==> src/rtl/kbd_scan_sequencer_if.sv <==
// rtl/kbd_scan_sequencer_if.sv - byte input and key-event FIFO bundle for the PS/2 set-2 sequencer
interface kbd_scan_sequencer_if #(
  parameter int FIFO_DEPTH = 4
);
  localparam int FCNT_W = $clog2(FIFO_DEPTH) + 1;

  logic [7:0]        byte_in;
  logic              byte_valid;
  logic [7:0]        evt_code;
  logic              evt_brk;
  logic              evt_ext;
  logic              evt_valid;
  logic              evt_ready;
  logic [FCNT_W-1:0] fifo_count;
  logic              overflow;
  logic              protocol_err;

  modport master (
    output byte_in, byte_valid, evt_ready,
    input  evt_code, evt_brk, evt_ext, evt_valid, fifo_count, overflow, protocol_err
  );

  modport slave (
    input  byte_in, byte_valid, evt_ready,
    output evt_code, evt_brk, evt_ext, evt_valid, fifo_count, overflow, protocol_err
  );
endinterface

==> src/rtl/kbd_scan_sequencer.sv <==
// rtl/kbd_scan_sequencer.sv - folds E0/F0/E1 prefixes into {ext,brk,code} events queued in a show-ahead FIFO
module kbd_scan_sequencer #(
  parameter int FIFO_DEPTH     = 4,
  parameter int TIMEOUT_CYCLES = 100000,
  parameter int CNT_W          = 17
) (
  input logic                  clk,
  input logic                  reset,
  kbd_scan_sequencer_if.slave  bus
);

  localparam int PTR_W  = $clog2(FIFO_DEPTH);
  localparam int FCNT_W = PTR_W + 1;
  localparam logic [CNT_W-1:0]  TMO_LAST = CNT_W'(TIMEOUT_CYCLES - 1);
  localparam logic [FCNT_W-1:0] DEPTH_C  = FCNT_W'(FIFO_DEPTH);

  typedef enum logic [2:0] {
    S_IDLE,
    S_GOT_E0,
    S_GOT_F0,
    S_GOT_E0F0,
    S_SKIP_E1
  } state_e;

  typedef struct packed {
    logic       ext;
    logic       brk;
    logic [7:0] code;
  } evt_t;

  state_e           state_q, state_d;
  logic [CNT_W-1:0] tmo_q, tmo_d;
  logic [2:0]       skip_q, skip_d;
  logic             err_q, err_d;
  logic             push;
  evt_t             push_evt;
  logic             is_ctrl;

  always_comb begin
    is_ctrl = 1'b0;
    unique case (bus.byte_in)
      8'h00, 8'hAA, 8'hEE, 8'hFA, 8'hFE, 8'hFF: is_ctrl = 1'b1;
      default:                                  is_ctrl = 1'b0;
    endcase
  end

  always_ff @(posedge clk or posedge reset) begin
    if (reset) begin
      state_q <= S_IDLE;
      tmo_q   <= '0;
      skip_q  <= '0;
      err_q   <= 1'b0;
    end else begin
      state_q <= state_d;
      tmo_q   <= tmo_d;
      skip_q  <= skip_d;
      err_q   <= err_d;
    end
  end

  always_comb begin
    state_d  = state_q;
    tmo_d    = tmo_q;
    skip_d   = skip_q;
    err_d    = 1'b0;
    push     = 1'b0;
    push_evt = '0;
    if (bus.byte_valid) begin
      if (state_q == S_SKIP_E1) begin
        // The pause payload is opaque, so even control-looking bytes count down.
        tmo_d  = '0;
        skip_d = skip_q - 3'd1;
        if (skip_q == 3'd1) begin
          push     = 1'b1;
          push_evt = '{ext: 1'b0, brk: 1'b0, code: 8'hE1};
          state_d  = S_IDLE;
        end
      end else if (!is_ctrl) begin
        tmo_d = '0;
        if (bus.byte_in == 8'hE1) begin
          state_d = S_SKIP_E1;
          skip_d  = 3'd7;
        end else begin
          unique case (state_q)
            S_IDLE: begin
              if (bus.byte_in == 8'hE0)      state_d = S_GOT_E0;
              else if (bus.byte_in == 8'hF0) state_d = S_GOT_F0;
              else begin
                push     = 1'b1;
                push_evt = '{ext: 1'b0, brk: 1'b0, code: bus.byte_in};
              end
            end
            S_GOT_E0: begin
              if (bus.byte_in == 8'hF0)      state_d = S_GOT_E0F0;
              else if (bus.byte_in != 8'hE0) begin
                push     = 1'b1;
                push_evt = '{ext: 1'b1, brk: 1'b0, code: bus.byte_in};
                state_d  = S_IDLE;
              end
            end
            S_GOT_F0, S_GOT_E0F0: begin
              state_d = S_IDLE;
              if (bus.byte_in == 8'hE0 || bus.byte_in == 8'hF0) begin
                err_d = 1'b1;
              end else begin
                push     = 1'b1;
                push_evt = '{ext: (state_q == S_GOT_E0F0), brk: 1'b1, code: bus.byte_in};
              end
            end
            default: state_d = S_IDLE;
          endcase
        end
      end
    end else if (state_q != S_IDLE) begin
      if (tmo_q == TMO_LAST) begin
        state_d = S_IDLE;
        err_d   = 1'b1;
        tmo_d   = '0;
      end else begin
        tmo_d = tmo_q + 1'b1;
      end
    end
  end

  logic [PTR_W-1:0]  wr_q, rd_q;
  logic [FCNT_W-1:0] count_q;
  logic              ovf_q;
  evt_t              hold_q;
  evt_t              mem_q [FIFO_DEPTH];
  evt_t              head;
  logic              empty, full, pop, wr_en;

  assign empty = (count_q == '0);
  assign full  = (count_q == DEPTH_C);
  assign pop   = !empty && bus.evt_ready;
  assign wr_en = push && (!full || pop);
  // hold_q keeps the last popped entry so the fields stay put once the FIFO drains.
  assign head  = empty ? hold_q : mem_q[rd_q];

  always_ff @(posedge clk or posedge reset) begin
    if (reset) begin
      wr_q    <= '0;
      rd_q    <= '0;
      count_q <= '0;
      ovf_q   <= 1'b0;
      hold_q  <= '0;
    end else begin
      if (pop) begin
        rd_q   <= rd_q + 1'b1;
        hold_q <= head;
      end
      if (wr_en) wr_q <= wr_q + 1'b1;
      unique case ({wr_en, pop})
        2'b10:   count_q <= count_q + 1'b1;
        2'b01:   count_q <= count_q - 1'b1;
        default: count_q <= count_q;
      endcase
      if (push && full && !pop) ovf_q <= 1'b1;
    end
  end

  always_ff @(posedge clk) begin
    if (wr_en) mem_q[wr_q] <= push_evt;
  end

  assign bus.evt_code     = head.code;
  assign bus.evt_brk      = head.brk;
  assign bus.evt_ext      = head.ext;
  assign bus.evt_valid    = !empty;
  assign bus.fifo_count   = count_q;
  assign bus.overflow     = ovf_q;
  assign bus.protocol_err = err_q;

endmodule
==> src/flat_wrapper.sv <==
// flat-port wrapper written by rule: the top's interface ports become plain ports
module kbd_scan_sequencer_flat 
#(
  parameter int FIFO_DEPTH     = 4,
  parameter int TIMEOUT_CYCLES = 100000,
  parameter int CNT_W          = 17
)
  (clk, reset, bus_byte_in, bus_byte_valid, bus_evt_ready, bus_evt_code, bus_evt_brk, bus_evt_ext, bus_evt_valid, bus_fifo_count, bus_overflow, bus_protocol_err);
  kbd_scan_sequencer_if #(.FIFO_DEPTH(FIFO_DEPTH)) bus_i ();
  input logic clk;
  input logic reset;
  input wire logic [$bits(bus_i.byte_in)-1:0] bus_byte_in;
  input wire logic [$bits(bus_i.byte_valid)-1:0] bus_byte_valid;
  input wire logic [$bits(bus_i.evt_ready)-1:0] bus_evt_ready;
  output wire logic [$bits(bus_i.evt_code)-1:0] bus_evt_code;
  output wire logic [$bits(bus_i.evt_brk)-1:0] bus_evt_brk;
  output wire logic [$bits(bus_i.evt_ext)-1:0] bus_evt_ext;
  output wire logic [$bits(bus_i.evt_valid)-1:0] bus_evt_valid;
  output wire logic [$bits(bus_i.fifo_count)-1:0] bus_fifo_count;
  output wire logic [$bits(bus_i.overflow)-1:0] bus_overflow;
  output wire logic [$bits(bus_i.protocol_err)-1:0] bus_protocol_err;
  assign bus_i.byte_in = bus_byte_in;
  assign bus_i.byte_valid = bus_byte_valid;
  assign bus_i.evt_ready = bus_evt_ready;
  assign bus_evt_code = bus_i.evt_code;
  assign bus_evt_brk = bus_i.evt_brk;
  assign bus_evt_ext = bus_i.evt_ext;
  assign bus_evt_valid = bus_i.evt_valid;
  assign bus_fifo_count = bus_i.fifo_count;
  assign bus_overflow = bus_i.overflow;
  assign bus_protocol_err = bus_i.protocol_err;
  kbd_scan_sequencer #(.FIFO_DEPTH(FIFO_DEPTH), .TIMEOUT_CYCLES(TIMEOUT_CYCLES), .CNT_W(CNT_W)) u_core (.clk(clk), .reset(reset), .bus(bus_i));
endmodule
==> config.mk <==
export PLATFORM = sky130hd
export DESIGN_NAME = kbd_scan_sequencer_flat
export DESIGN_NICKNAME = d
export VERILOG_FILES = /design/src/rtl/kbd_scan_sequencer_if.sv /design/src/rtl/kbd_scan_sequencer.sv /design/src/flat_wrapper.sv
export SDC_FILE = /design/constraint.sdc
export NUM_CORES = 1
export LEC_CHECK = 0
export BUFFER_PORTS_ARGS = -buffer_cell sky130_fd_sc_hd__buf_2
export CAP_MARGIN = 20
export CORE_MARGIN = 5
export CORE_UTILIZATION = 34
export DETAILED_ROUTE_END_ITERATION = 7
export GPL_TIMING_DRIVEN = 0
export SLEW_MARGIN = 10
export SYNTH_ARGS = -nofsm -noshare
export SYNTH_HDL_FRONTEND = slang
export SYNTH_SLANG_ARGS = --single-unit
==> constraint.sdc <==
create_clock -name clk -period 3 [get_ports clk]
set_clock_uncertainty 0.15 [all_clocks]
set_input_delay 0.45 -clock clk [delete_from_list [all_inputs] [get_ports clk]]
set_output_delay 0.45 -clock clk [all_outputs]
set_load 0.02 [all_outputs]
# [Word level (Yosys, flattened, before mapping)]
# Memory sizes are Yosys's and may differ from the RTL's.
# Index checks and enable logic that the tools add are counted.
# Widths: inputs -> output; s select.
[word_totals] register_bits=42 latch_bits=0 ram_bits=40 rom_bits=0 input_bits=12 output_inout_bits=16 word_cells=118 n_memories=1
[mem_list] name="u_core.mem_q" depth=4 width=10 rd=1 rd_clocked_by_memory_dff=0 write_ports=1 line="kbd_scan_sequencer.sv:129" text="evt_t mem_q [FIFO_DEPTH];"
[op_classes] add_sub_neg=6 multipliers=0 div=0 n_lt_le_gt_ge=0 n_eq_ne=23 shifts=0 muxes=55 n_bitwise=0 n_reduce_logical=22
[ops] op="$mux 10" count=9
[ops] op="$mux 17" count=5
[ops] op="$eq 8x8->1 const B" count=8
[ops] op="$mux 3" count=14
[ops] op="$pmux 10 s3" count=1
[ops] op="$mux 1" count=21
[ops] op="$add 17x1->17 const B" count=1
[ops] op="$eq 17x17->1 const B" count=1
[ops] op="$mux 8" count=2
[ops] op="$ne 6x2->1 const B" count=2
[ops] op="$pmux 3 s2" count=2
[ops] op="$logic_not 8->1" count=1
[ops] op="$ne 8x8->1 const B" count=1
[ops] op="$reduce_bool 2->1" count=4
[ops] op="$eq 3x1->1 const B" count=2
[ops] op="$eq 3x2->1 const B" count=2
[ops] op="$eq 3x3->1 const B" count=2
[ops] op="$logic_not 3->1" count=2
[ops] op="$ne 3x3->1 const B" count=2
[ops] op="$reduce_and 6->1" count=1
[ops] op="$reduce_or 6->1" count=1
[ops] op="$sub 3x1->3 const B" count=2
[ops] op="$add 2x1->2 const B" count=2
[ops] op="$logic_and 1x1->1" count=4
[ops] op="11 further kinds" count=14

# [Logic depth before layout (Yosys ltp)]
# Gate-level depths: netlist of the first run.
[depth] word_depth=11 ltp_mapped=12 mapped_depth_nobuf=12

# [Worst setup path before layout of the first run]
# OpenSTA, ideal clock, no wires.
[synth_timing] kind="register -> register" from="register u_core.count_q[0] (netlist: u_core.bus.fifo_count[0])" to="register u_core.count_q[2] (netlist: u_core.bus.fifo_count[2])" setup_time_ps=80 arrival_ps=2362 required_ps=2770 slack_ps=408 path_stages_with_launch=11 n_path_buf=0 path_cell_list="dfrtp_1 or4b_2 nand2_1 nor2_2 inv_1 ha_1 inv_1 fa_1 xor2_1 nor2_1 xor2_1"
[synth_via] elab_chain_len=7
[synth_lines] element="from (decl)" line="kbd_scan_sequencer.sv:126" text="logic [FCNT_W-1:0] count_q;"
[synth_lines] element="from (signal assigned)" line="kbd_scan_sequencer.sv:154" text="2'b10: count_q <= count_q + 1'b1;"
[synth_lines] element="from (signal assigned)" line="kbd_scan_sequencer.sv:155" text="2'b01: count_q <= count_q - 1'b1;"
[synth_lines] element="from (signal assigned)" line="kbd_scan_sequencer.sv:156" text="default: count_q <= count_q;"
[synth_lines] element="$logic_not 3->1" line="kbd_scan_sequencer.sv:133" text="assign empty = (count_q == '0);"
[synth_lines] element="$logic_not 1->1" line="kbd_scan_sequencer.sv:135" text="assign pop = !empty && bus.evt_ready;"
[synth_lines] element="$logic_and 1x1->1" line="kbd_scan_sequencer.sv:135"
[synth_lines] element="$logic_or 1x1->1" line="kbd_scan_sequencer.sv:136" text="assign wr_en = push && (!full || pop);"
[synth_lines] element="$logic_and 1x1->1" line="kbd_scan_sequencer.sv:136"
[synth_lines] element="$eq 2x1->1 or $eq 2x2->1 (tied branches)" line="kbd_scan_sequencer.sv:153" text="unique case ({wr_en, pop})"
[synth_lines] element="$pmux 3 s2 or $reduce_bool 2->1 (tied branches)"
# Several ways; a longest one is shown, not always the timed one.
# A chain may end at the register's enable or synchronous reset.

# [Worst setup path after layout of the first run]
[layout_timing] from="register u_core.state_q[1]" to="register u_core.count_q[2] (netlist: u_core.bus.fifo_count[2])"
[layout_via] elab_chain_len=10
[layout_lines] element="from (decl)" line="kbd_scan_sequencer.sv:31" text="state_e state_q, state_d;"
[layout_lines] element="from (signal assigned)" line="kbd_scan_sequencer.sv:54" text="state_q <= state_d;"
[layout_lines] element="$eq 3x2->1" line="kbd_scan_sequencer.sv:84" text="unique case (state_q)"
[layout_lines] element="$reduce_or 2->1" line="kbd_scan_sequencer.sv:84"
[layout_lines] element="$pmux 1 s3" line="kbd_scan_sequencer.sv:84"
[layout_lines] element="$mux 1" line="kbd_scan_sequencer.sv:80" text="if (bus.byte_in == 8'hE1) begin"
[layout_lines] element="$mux 1" line="kbd_scan_sequencer.sv:78" text="end else if (!is_ctrl) begin"
[layout_lines] element="$mux 1 (*)" line="kbd_scan_sequencer.sv:69" text="if (state_q == S_SKIP_E1) begin"
[layout_lines] element="$mux 1 (*)" line="kbd_scan_sequencer.sv:68" text="if (bus.byte_valid) begin"
[layout_lines] element="$logic_and 1x1->1 (*)" line="kbd_scan_sequencer.sv:136"
[layout_lines] element="$eq 2x1->1 or $eq 2x2->1 (tied branches)" line="kbd_scan_sequencer.sv:153"
[layout_lines] element="$pmux 3 s2 or $reduce_bool 2->1 (tied branches)"
# Mark *: on every way between the ends. The rest lies on a longest branch, timed or not.

==> qor.yml, run 1 <==
status: "finished clean"
slew-limit-headroom: 0.559
clk_path_buf_depth: 2
place_ws_ns: 0.0557
drc_errors: 0
synth_ff_type: "dfrtp_1"
postSynthCellCount: 339
drt_first_pass_iters: 4
place_hpwl_um: 6260
clockRootBuffer: "clkbuf_16"
grt_pass1_vias: 2849
startpoint: "u_core.state_q[1]"
crit_fanout: 10
grt-ovfl-total: 0
rsz0062_at_grt: "no"
cp-start-kind: "flop"
grt_max_degree: 27
htree_levels: 3
fin_nets: 402
syn_to_final_growth_pct: 16.1
hold_viol_final: 0
worstPathArrival_ns: 2.81
whs_ns: 0.333
coreArea_sq_mm: 0.0120
fin_crit_ns: 2.74
power_w: 0.00405
cts_made_buffers: 9
dr.first_iter.drc_count: 246
hold_start: "u_core.bus.overflow"
top_layer: "met5"
wl_met1_um: 3820
antenna_left: 0
syn_area_sq_mm: 0.00415
syn_nets: 360
grt_usage: 0.127
drv_cap: 0
synth_area_leaders: "edfxtp_1 29%, dfrtp_1 25%, mux4_2 5.4%, mux2_2 5.2%, and2_1 2.4%"
yosysSeqAreaShare: 0.543
dieArea_sq_mm: 0.0145
dr_total_vias: 2850
synth_warnings: 0
met2_length_um: 4360
async_flop_share: 0.512
clk_latency_ns: 0.33
synth-edff-count: 40
critPathCaptureType: "flop"
maxSlewViolCount: 0
finalSetupViolations: 0
ys_types: 62
boundaryPins: 28
vias_per_cell: 5.35
rows: 40
ir_drop_mv: 0.253
syn-mean-instance-area_sq_um: 12.2
antenna_cells: 0
max_freq_ghz: 0.365
numClockSinks: 82
initial_utilization: 0.346
clkTransAtPathRegs_ns: 0.06
io_buffers: 27
drive_above_1_share: 0.236
finalCritPeriodShare: 0.913
yosys.area.top_type_share: 0.289
wl_um: 8660
tightestPinTransition_ns: 0.657
synth.largest_area_cell: "edfxtp_1"
die_h_um: 120
critPathKind: "reg2reg"
tns_ns: 0
drt-wirelength-per-cell_um: 16.2
die_w_um: 120
cts_tree: "done"
antenna_found_initial: 1
synth-seq-cells: 82
setup_ws_ns: 0.260
p_per_area_mw_per_mm2: 840
p_leak_nw: 1.84
hold_path.class: "reg2reg"
crit_required_ns: 3.07
met3_length_um: 371
gp_congestion: 0.833
grt_pass1_wl_um: 14600
r2r_start: "u_core.state_q[1]"
placed cells by master (no fill, tap or decap), types with 7 or more instances in the layout:
cell type  synthesis  routed
edfxtp_1          40      40
inv_1             15      14
buf_2              2      29
o21ai_0           12      12
mux4_2            10      10
and2_1            16      16
nand3_1           14      14
clkbuf_1           8       9
nor2_1            22      22
nor3_1             7       7
mux2_2            19      19
a21oi_1            7       7
nand2_1           20      20
clkbuf_16          0      10
ha_1               8       8
dfrtp_1           42      42
Yosys cell counts (2+ instances only):
cell / instances
xor2_1: 3
and4_1: 6
ha_1: 8
inv_1: 15
and3_1: 3
nand2_1: 20
dfrtp_1: 42
nand3b_1: 2
nor3b_1: 3
nor4_1: 6
or4_1: 4
clkbuf_1: 8
nand3_1: 14
nor3_1: 7
nor4b_1: 3
mux2_2: 19
o21ai_0: 12
nor2_1: 22
o22ai_1: 3
a21oi_1: 7
edfxtp_1: 40
nor4bb_1: 2
o31ai_1: 6
o21ai_1: 2
a31oi_1: 6
mux2i_1: 2
buf_1: 2
o41ai_1: 2
and2_1: 16
buf_2: 2
mux2_1: 2
mux4_2: 10
nand4_1: 5
a211oi_1: 2
xnor2_1: 6
area by class of cell:
class	instances	area [sq um]
Clock buffer	12	268
Tap cell	147	184
Sequential cell	82	2250
Fill cell	1153	7190
Timing Repair Buffer	31	180
Buffer	13	60.1
Multi-Input combinational cell	229	1790
Clock inverter	4	31.3
Inverter	15	56.3
flip-flops by register name, indices dropped and copies added, names as in the netlist:
register,cells
u_core.bus.protocol_err,1
u_core.bus.overflow,1
u_core.rd_q,2
u_core.tmo_q,17
u_core.hold_q,10
u_core.mem_q,40
u_core.state_q,3
u_core.skip_q,3
u_core.bus.fifo_count,3
u_core.wr_q,2
kinds of logic after synthesis:
logic type / share of synthesized area
AO/OA/AOI/OAI: 0.0947
XOR/XNOR: 0.0190
adder cells (fa/ha/maj): 0.0289
buffers and inverters: 0.0277
flip-flops: 0.543
multiplexers: 0.116
AND/OR/NAND/NOR: 0.171
through the flow:
stage                     cell area (sq um)   util  std cells
after detailed placement               4490  0.374        514
after CTS                              4800  0.399        531
after global routing                   4820  0.401        533
after floorplan                        4150      -        339
after global placement                 4470  0.372        513
final                                  4820  0.401        533
critical path: stages, from the launching register on:
cell and delay (ns):
dfrtp_1 0.35, buf_2 0.17, or3b_4 0.42, nor3b_2 0.26
a31oi_1 0.11, nor2_2 0.24, inv_1 0.08, ha_1 0.23
inv_1 0.07, fa_1 0.18, xor2_1 0.16, nor2_1 0.07
xor2_1 0.14
worst paths after layout:
kind | to | slack [ns] | depth (start not counted)
min | u_core.bus.overflow | 0.33 | 1
max | u_core.bus.fifo_count[2] | 0.26 | 12
min in group asynchronous | u_core.tmo_q[7] | 0.49 | 3
max in group asynchronous | u_core.hold_q[2] | 1.74 | 4
max reg2reg | u_core.bus.fifo_count[2] | 0.26 | 12
min reg2reg | u_core.bus.overflow | 0.33 | 1
what timing repair did:
action | 4_1_cts | 5_1_grt
endpoints found under the setup margin | 0 | 2
gates resized for setup | 0 | 2
setup buffers | 0 | 2
endpoints found under the hold margin | 16 | 0
hold buffers | 1 | 0
power by group:
part / switching [W] / leakage, nW / total, W / internal, W
logic: 0.000770 / 0.774 / 0.00139 / 0.000616
registers: 0.000121 / 0.913 / 0.00159 / 0.00147
clock network: 0.000434 / 0.148 / 0.00107 / 0.000638
layer usage:
layer	track usage	vias to the layer above
met2	0.206	64
met4	0.0432	2
met1	0.162	1399
met5	0	-
met3	0.0370	12
li1	-	1373
Note: power is estimated with default switching activity, not from simulation.
==> run 2, diff against run 1 <==
--- a/config.mk
+++ b/config.mk
@@ -11,6 +11,7 @@
 export CORE_UTILIZATION = 34
 export DETAILED_ROUTE_END_ITERATION = 7
 export GPL_TIMING_DRIVEN = 0
+export PLACE_DENSITY_LB_ADDON = 0.08
 export SLEW_MARGIN = 10
 export SYNTH_ARGS = -nofsm -noshare
 export SYNTH_HDL_FRONTEND = slang
==> run 2 against run 1 <==
Non-clock buffer count stayed put; via count is 0.70% lower; register-to-register slack hardly changed; largest cell class unchanged; critical path depth is 5 lower; die area stayed put; routed wire length is 6.5% higher; power is 5.0% higher; first-iteration DRC count is 26% lower; sequential power hardly changed; critical path type unchanged; combinational power hardly changed; global-route usage is 1.1 points higher; core utilization is 0.38 points higher.
==> qor.yml, run 2 (same netlist as run 1, synthesis figures left out) <==
top_usage_layer: "met2"
dr.first_iter.drc_count: 181
place_inst: 514
rows: 40
power_w: 0.00425
top_regs: "u_core.mem_q: 40 flops, u_core.tmo_q: 17 flops, u_core.hold_q: 10 flops"
clk_latency_ns: 0.34
numClockSinks: 82
tightestPinTransition_ns: 0.673
cts_made_buffers: 9
final_cell_mix: "42 x dfrtp_1, 40 x edfxtp_1, 29 x buf_2"
initial_utilization: 0.346
syn_to_final_growth_pct: 17.2
hold_start: "u_core.hold_q[2]"
drt_first_pass_iters: 4
antenna_found_initial: 0
largest_register_ffs: 40
startpoint: "u_core.state_q[1]"
clk_path_buf_depth: 2
clockRootBuffer: "clkbuf_16"
antenna_left: 0
grt_pass1_vias: 2837
cts_tree: "done"
drive_above_1_share: 0.236
crit_required_ns: 2.82
p_per_area_mw_per_mm2: 874
maxSlewViolCount: 0
cp_slowest_stage_delay_ns: 0.50
max_freq_ghz: 0.366
use_met2: 0.227
fin_nets: 402
slew-limit-headroom: 0.548
fin_crit_ns: 2.73
drv_cap: 0
whs_ns: 0.336
grt_max_degree: 28
vias_per_cell: 5.31
cp-start-kind: "flop"
hold_viol_final: 0
antenna_cells: 0
coreArea_sq_mm: 0.0120
finalSetupViolations: 0
p_leak_nw: 1.86
critPathKind: "reg2reg"
gp_congestion: 0.816
dr_total_vias: 2830
status: "finished clean"
place_hpwl_um: 6660
hold_path.class: "reg2reg"
grt_usage: 0.138
ir_drop_mv: 0.251
grt-ovfl-total: 0
die_w_um: 120
drc_errors: 0
worstPathArrival_ns: 2.55
critPathCaptureType: "flop"
dieArea_sq_mm: 0.0145
io_buffers: 27
grtUsageMet3: 0.0313
htree_levels: 3
grtUsageMet1: 0.176
largest-register: "u_core.mem_q"
worst_path_max_delay_cell: "and2_1"
tns_ns: 0
drt-wirelength-per-cell_um: 17.3
grt_pass1_wl_um: 15600
crit_fanout: 10
finalCritPeriodShare: 0.910
boundaryPins: 28
layoutNonFillerInstCount: 533
rsz0062_at_grt: "no"
final_common_cell: "dfrtp_1"
path_cells: "buf_2 > or3b_4 > nor3b_2 > a31oi_1 > nor2_2 > buf_4 > and2_1"
r2r_start: "u_core.state_q[1]"
clkTransAtPathRegs_ns: 0.06
wl_um: 9220
die_h_um: 120
==> run 2: what timing repair did <==
item / CTS / global route
buffers inserted: 0 / 2
hold endpoints to repair: 15 / 0
resized for setup: 0 / 2
hold buffers: 1 / 0
setup endpoints to repair: 0 / 13
==> run 2: metrics by stage <==
step / util / worst slack (ns) / cell area (sq um)
2_1_floorplan: - / 0.408 / 4150
3_3_place_gp: 0.372 / 0.0336 / 4470
3_5_place_dp: 0.374 / 0.0211 / 4490
4_1_cts: 0.403 / 0.0576 / 4840
5_1_grt: 0.405 / 0.0774 / 4860
6_report: 0.405 / 0.271 / 4860
==> run 2: layout make-up <==
type / count / area, sq um
Multi-Input combinational cell: 229 / 1790
Clock buffer: 10 / 229
Clock inverter: 6 / 115
Buffer: 13 / 60.1
Inverter: 15 / 56.3
Fill cell: 1169 / 7150
Timing Repair Buffer: 31 / 180
Tap cell: 147 / 184
Sequential cell: 82 / 2250
==> run 2: critical path: cells and delay by family (launching register included) <==
| family | cells | cell delay (ns) |
|---|---|---|
| AO/OA/AOI/OAI | 1 | 0.13 |
| buffers and inverters | 2 | 0.32 |
| flip-flops | 1 | 0.35 |
| AND/OR/NAND/NOR | 4 | 1.40 |
==> run 2: final timing paths <==
check / to / depth (start not counted) / slack [ns]
hold reg to reg: u_core.hold_q[2] / 1 / 0.34
min in group asynchronous: u_core.bus.fifo_count[0] / 3 / 0.48
setup / recovery: u_core.mem_q[1][0] / 7 / 0.27
max in group asynchronous: u_core.tmo_q[4] / 4 / 1.73
hold / removal: u_core.hold_q[2] / 1 / 0.34
setup reg to reg: u_core.mem_q[1][0] / 7 / 0.27
==> run 2: metal layers <==
| metal | wire length, um | up-vias |
|---|---|---|
| met3 | 258 | 12 |
| met5 | 0 | - |
| met4 | 154 | 0 |
| met1 | 4220 | 1402 |
| met2 | 4590 | 47 |
| li1 | - | 1369 |
==> run 2: power breakdown <==
part | internal [W] | switching [W]
Combinational | 0.000614 | 0.000776
Sequential | 0.00147 | 0.000122
Clock | 0.000819 | 0.000451
Total | 0.00290 | 0.00135
==> run 3, diff against run 2 <==
--- a/config.mk
+++ b/config.mk
@@ -7,6 +7,7 @@
 export LEC_CHECK = 0
 export BUFFER_PORTS_ARGS = -buffer_cell sky130_fd_sc_hd__buf_2
 export CAP_MARGIN = 20
+export CORE_ASPECT_RATIO = 1.75
 export CORE_MARGIN = 5
 export CORE_UTILIZATION = 34
 export DETAILED_ROUTE_END_ITERATION = 7
==> constraint.sdc (replaced) <==
create_clock -name clk -period 3.1 [get_ports clk]
set_clock_uncertainty 0.15 [all_clocks]
set_input_delay 0.465 -clock clk [delete_from_list [all_inputs] [get_ports clk]]
set_output_delay 0.465 -clock clk [all_outputs]
set_load 0.02 [all_outputs]
==> run 3 against run 2 <==
Critical path depth rose by 5; sequential share of layout area up 0.23 points; sequential power shrank 3%; final area shrank 0.49%; core utilization is 0.17 points lower; largest cell class unchanged; sequential cell count stayed put; via count is 1.8% higher; non-clock buffer count fell by 2; fmax shrank 6.6%.
==> qor.yml, run 3 (same netlist as run 1, synthesis figures left out) <==
die_w_um: 93.5
combPwrFrac: 0.331
worstPathArrival_ns: 2.99
largest-register: "u_core.mem_q"
dr_total_vias: 2881
grt_pass1_wl_um: 15600
top_regs: "u_core.mem_q: 40 flops, u_core.tmo_q: 17 flops, u_core.hold_q: 10 flops"
final_common_cell: "dfrtp_1"
cts_tree: "done"
status: "finished clean"
setup_ws_ns: 0.179
hold_depth: 1
fin_nets: 400
rr_worst_depth: 12
htree_levels: 3
clockRootBuffer: "clkbuf_16"
cts_made_buffers: 9
grt_usage: 0.142
tightestPinTransition_ns: 0.694
fin_crit_ns: 2.92
crit_required_ns: 3.17
maxSlewViolCount: 0
dieArea_sq_mm: 0.0146
ir_drop_mv: 0.303
numClockSinks: 82
tns_ns: 0
power_w: 0.00402
dr.first_iter.drc_count: 99
boundaryPins: 28
seqPwrFrac: 0.384
cts_setup_buffers: 0
r2r_slack_ns: 0.18
drt-wirelength-per-cell_um: 17.6
critPathKind: "reg2reg"
crit_fanout: 10
finalSetupViolations: 0
ff_latch_area_sq_mm: 0.00225
final_cell_mix: "42 x dfrtp_1, 40 x edfxtp_1, 29 x buf_2"
n_fill_cell: 1168
initial_utilization: 0.346
place_ws_ns: 0.107
wl_um: 9670
drt_first_pass_iters: 4
clk_latency_ns: 0.34
p_leak_nw: 1.83
netSwitchingPower_w: 0.00131
drv_cap: 0
syn_to_final_growth_pct: 16.6
p_per_area_mw_per_mm2: 831
antenna_cells: 0
cp-start-kind: "flop"
rows: 53
switching_share: 0.325
coreArea_sq_mm: 0.0120
grt_max_degree: 25
clkTransAtPathRegs_ns: 0.07
hold_viol_final: 0
gp_congestion: 0.827
power.internal_w: 0.00271
die_h_um: 156
multiInputGateArea_sq_mm: 0.00178
largest_register_ffs: 40
antenna_left: 0
place_hpwl_um: 7340
hold_path.class: "reg2reg"
max_freq_ghz: 0.342
grt-ovfl-total: 0
drc_errors: 0
io_buffers: 27
slew-limit-headroom: 0.533
clk_path_buf_depth: 2
rsz0062_at_grt: "no"
vias_per_cell: 5.25
antenna_found_initial: 0
p_clk_frac: 0.285
critPathCaptureType: "flop"
finalCritPeriodShare: 0.942
drive_above_1_share: 0.229
grt_pass1_vias: 2925
-- run 3: cell type report --
class / count / share of cell area
Buffer: 13 / 0.0124
Inverter: 15 / 0.0116
Multi-Input combinational cell: 229 / 0.368
Tap cell: 165 / 0.0426
Clock inverter: 7 / 0.0191
Sequential cell: 82 / 0.465
Clock buffer: 9 / 0.0465
Timing Repair Buffer: 29 / 0.0341
-- run 3: power groups by stage --
stage                     sequential, W  combinational (W)  clock (W)
final                           0.00154            0.00133    0.00115
after global routing            0.00158            0.00148    0.00123
after CTS                       0.00155            0.00137    0.00118
after detailed placement        0.00157            0.00137          0
after global placement          0.00156            0.00136          0
after floorplan                 0.00157           0.000980          0
-- run 3: metal layers --
layer | global-route usage | share of wire
met5 | 0 | 0
met4 | 0.0517 | 0.025
met3 | 0.0338 | 0.034
met2 | 0.268 | 0.56
met1 | 0.149 | 0.38
-- run 3: worst paths after layout --
check / startpoint / end
worst min-delay path: u_core.bus.overflow / u_core.bus.overflow
worst max register to register: u_core.state_q[1] / u_core.bus.fifo_count[2]
worst min register to register: u_core.bus.overflow / u_core.bus.overflow
worst max-delay path: u_core.state_q[1] / u_core.bus.fifo_count[2]
max in group asynchronous: reset / u_core.state_q[0]
min in group asynchronous: reset / u_core.bus.overflow
-- run 3: critical path, cell delays in order, from the launching register on --
cell	delay [ns]
dfrtp_1	0.36
buf_2	0.17
or3b_4	0.42
nor3b_1	0.36
a31oi_1	0.14
nor2_2	0.30
inv_1	0.08
ha_1	0.22
inv_1	0.07
fa_1	0.17
xor2_1	0.15
nor2_1	0.06
xor2_1	0.13
-- run 3: what timing repair did --
action	in CTS	in global routing
hold buffers	1	0
hold endpoints to repair	13	0
resized for setup	0	1
setup endpoints to repair	0	1
-- run 3: per-stage QoR --
step           instance area [sq um]  utilization  cells  hold WS, ns
2_1_floorplan                   4150            -    339        0.304
3_3_place_gp                    4490        0.374    531        0.312
3_5_place_dp                    4510        0.376    532        0.313
4_1_cts                         4840        0.403    549        0.327
5_1_grt                         4840        0.403    549        0.347
6_report                        4840        0.403    549        0.318
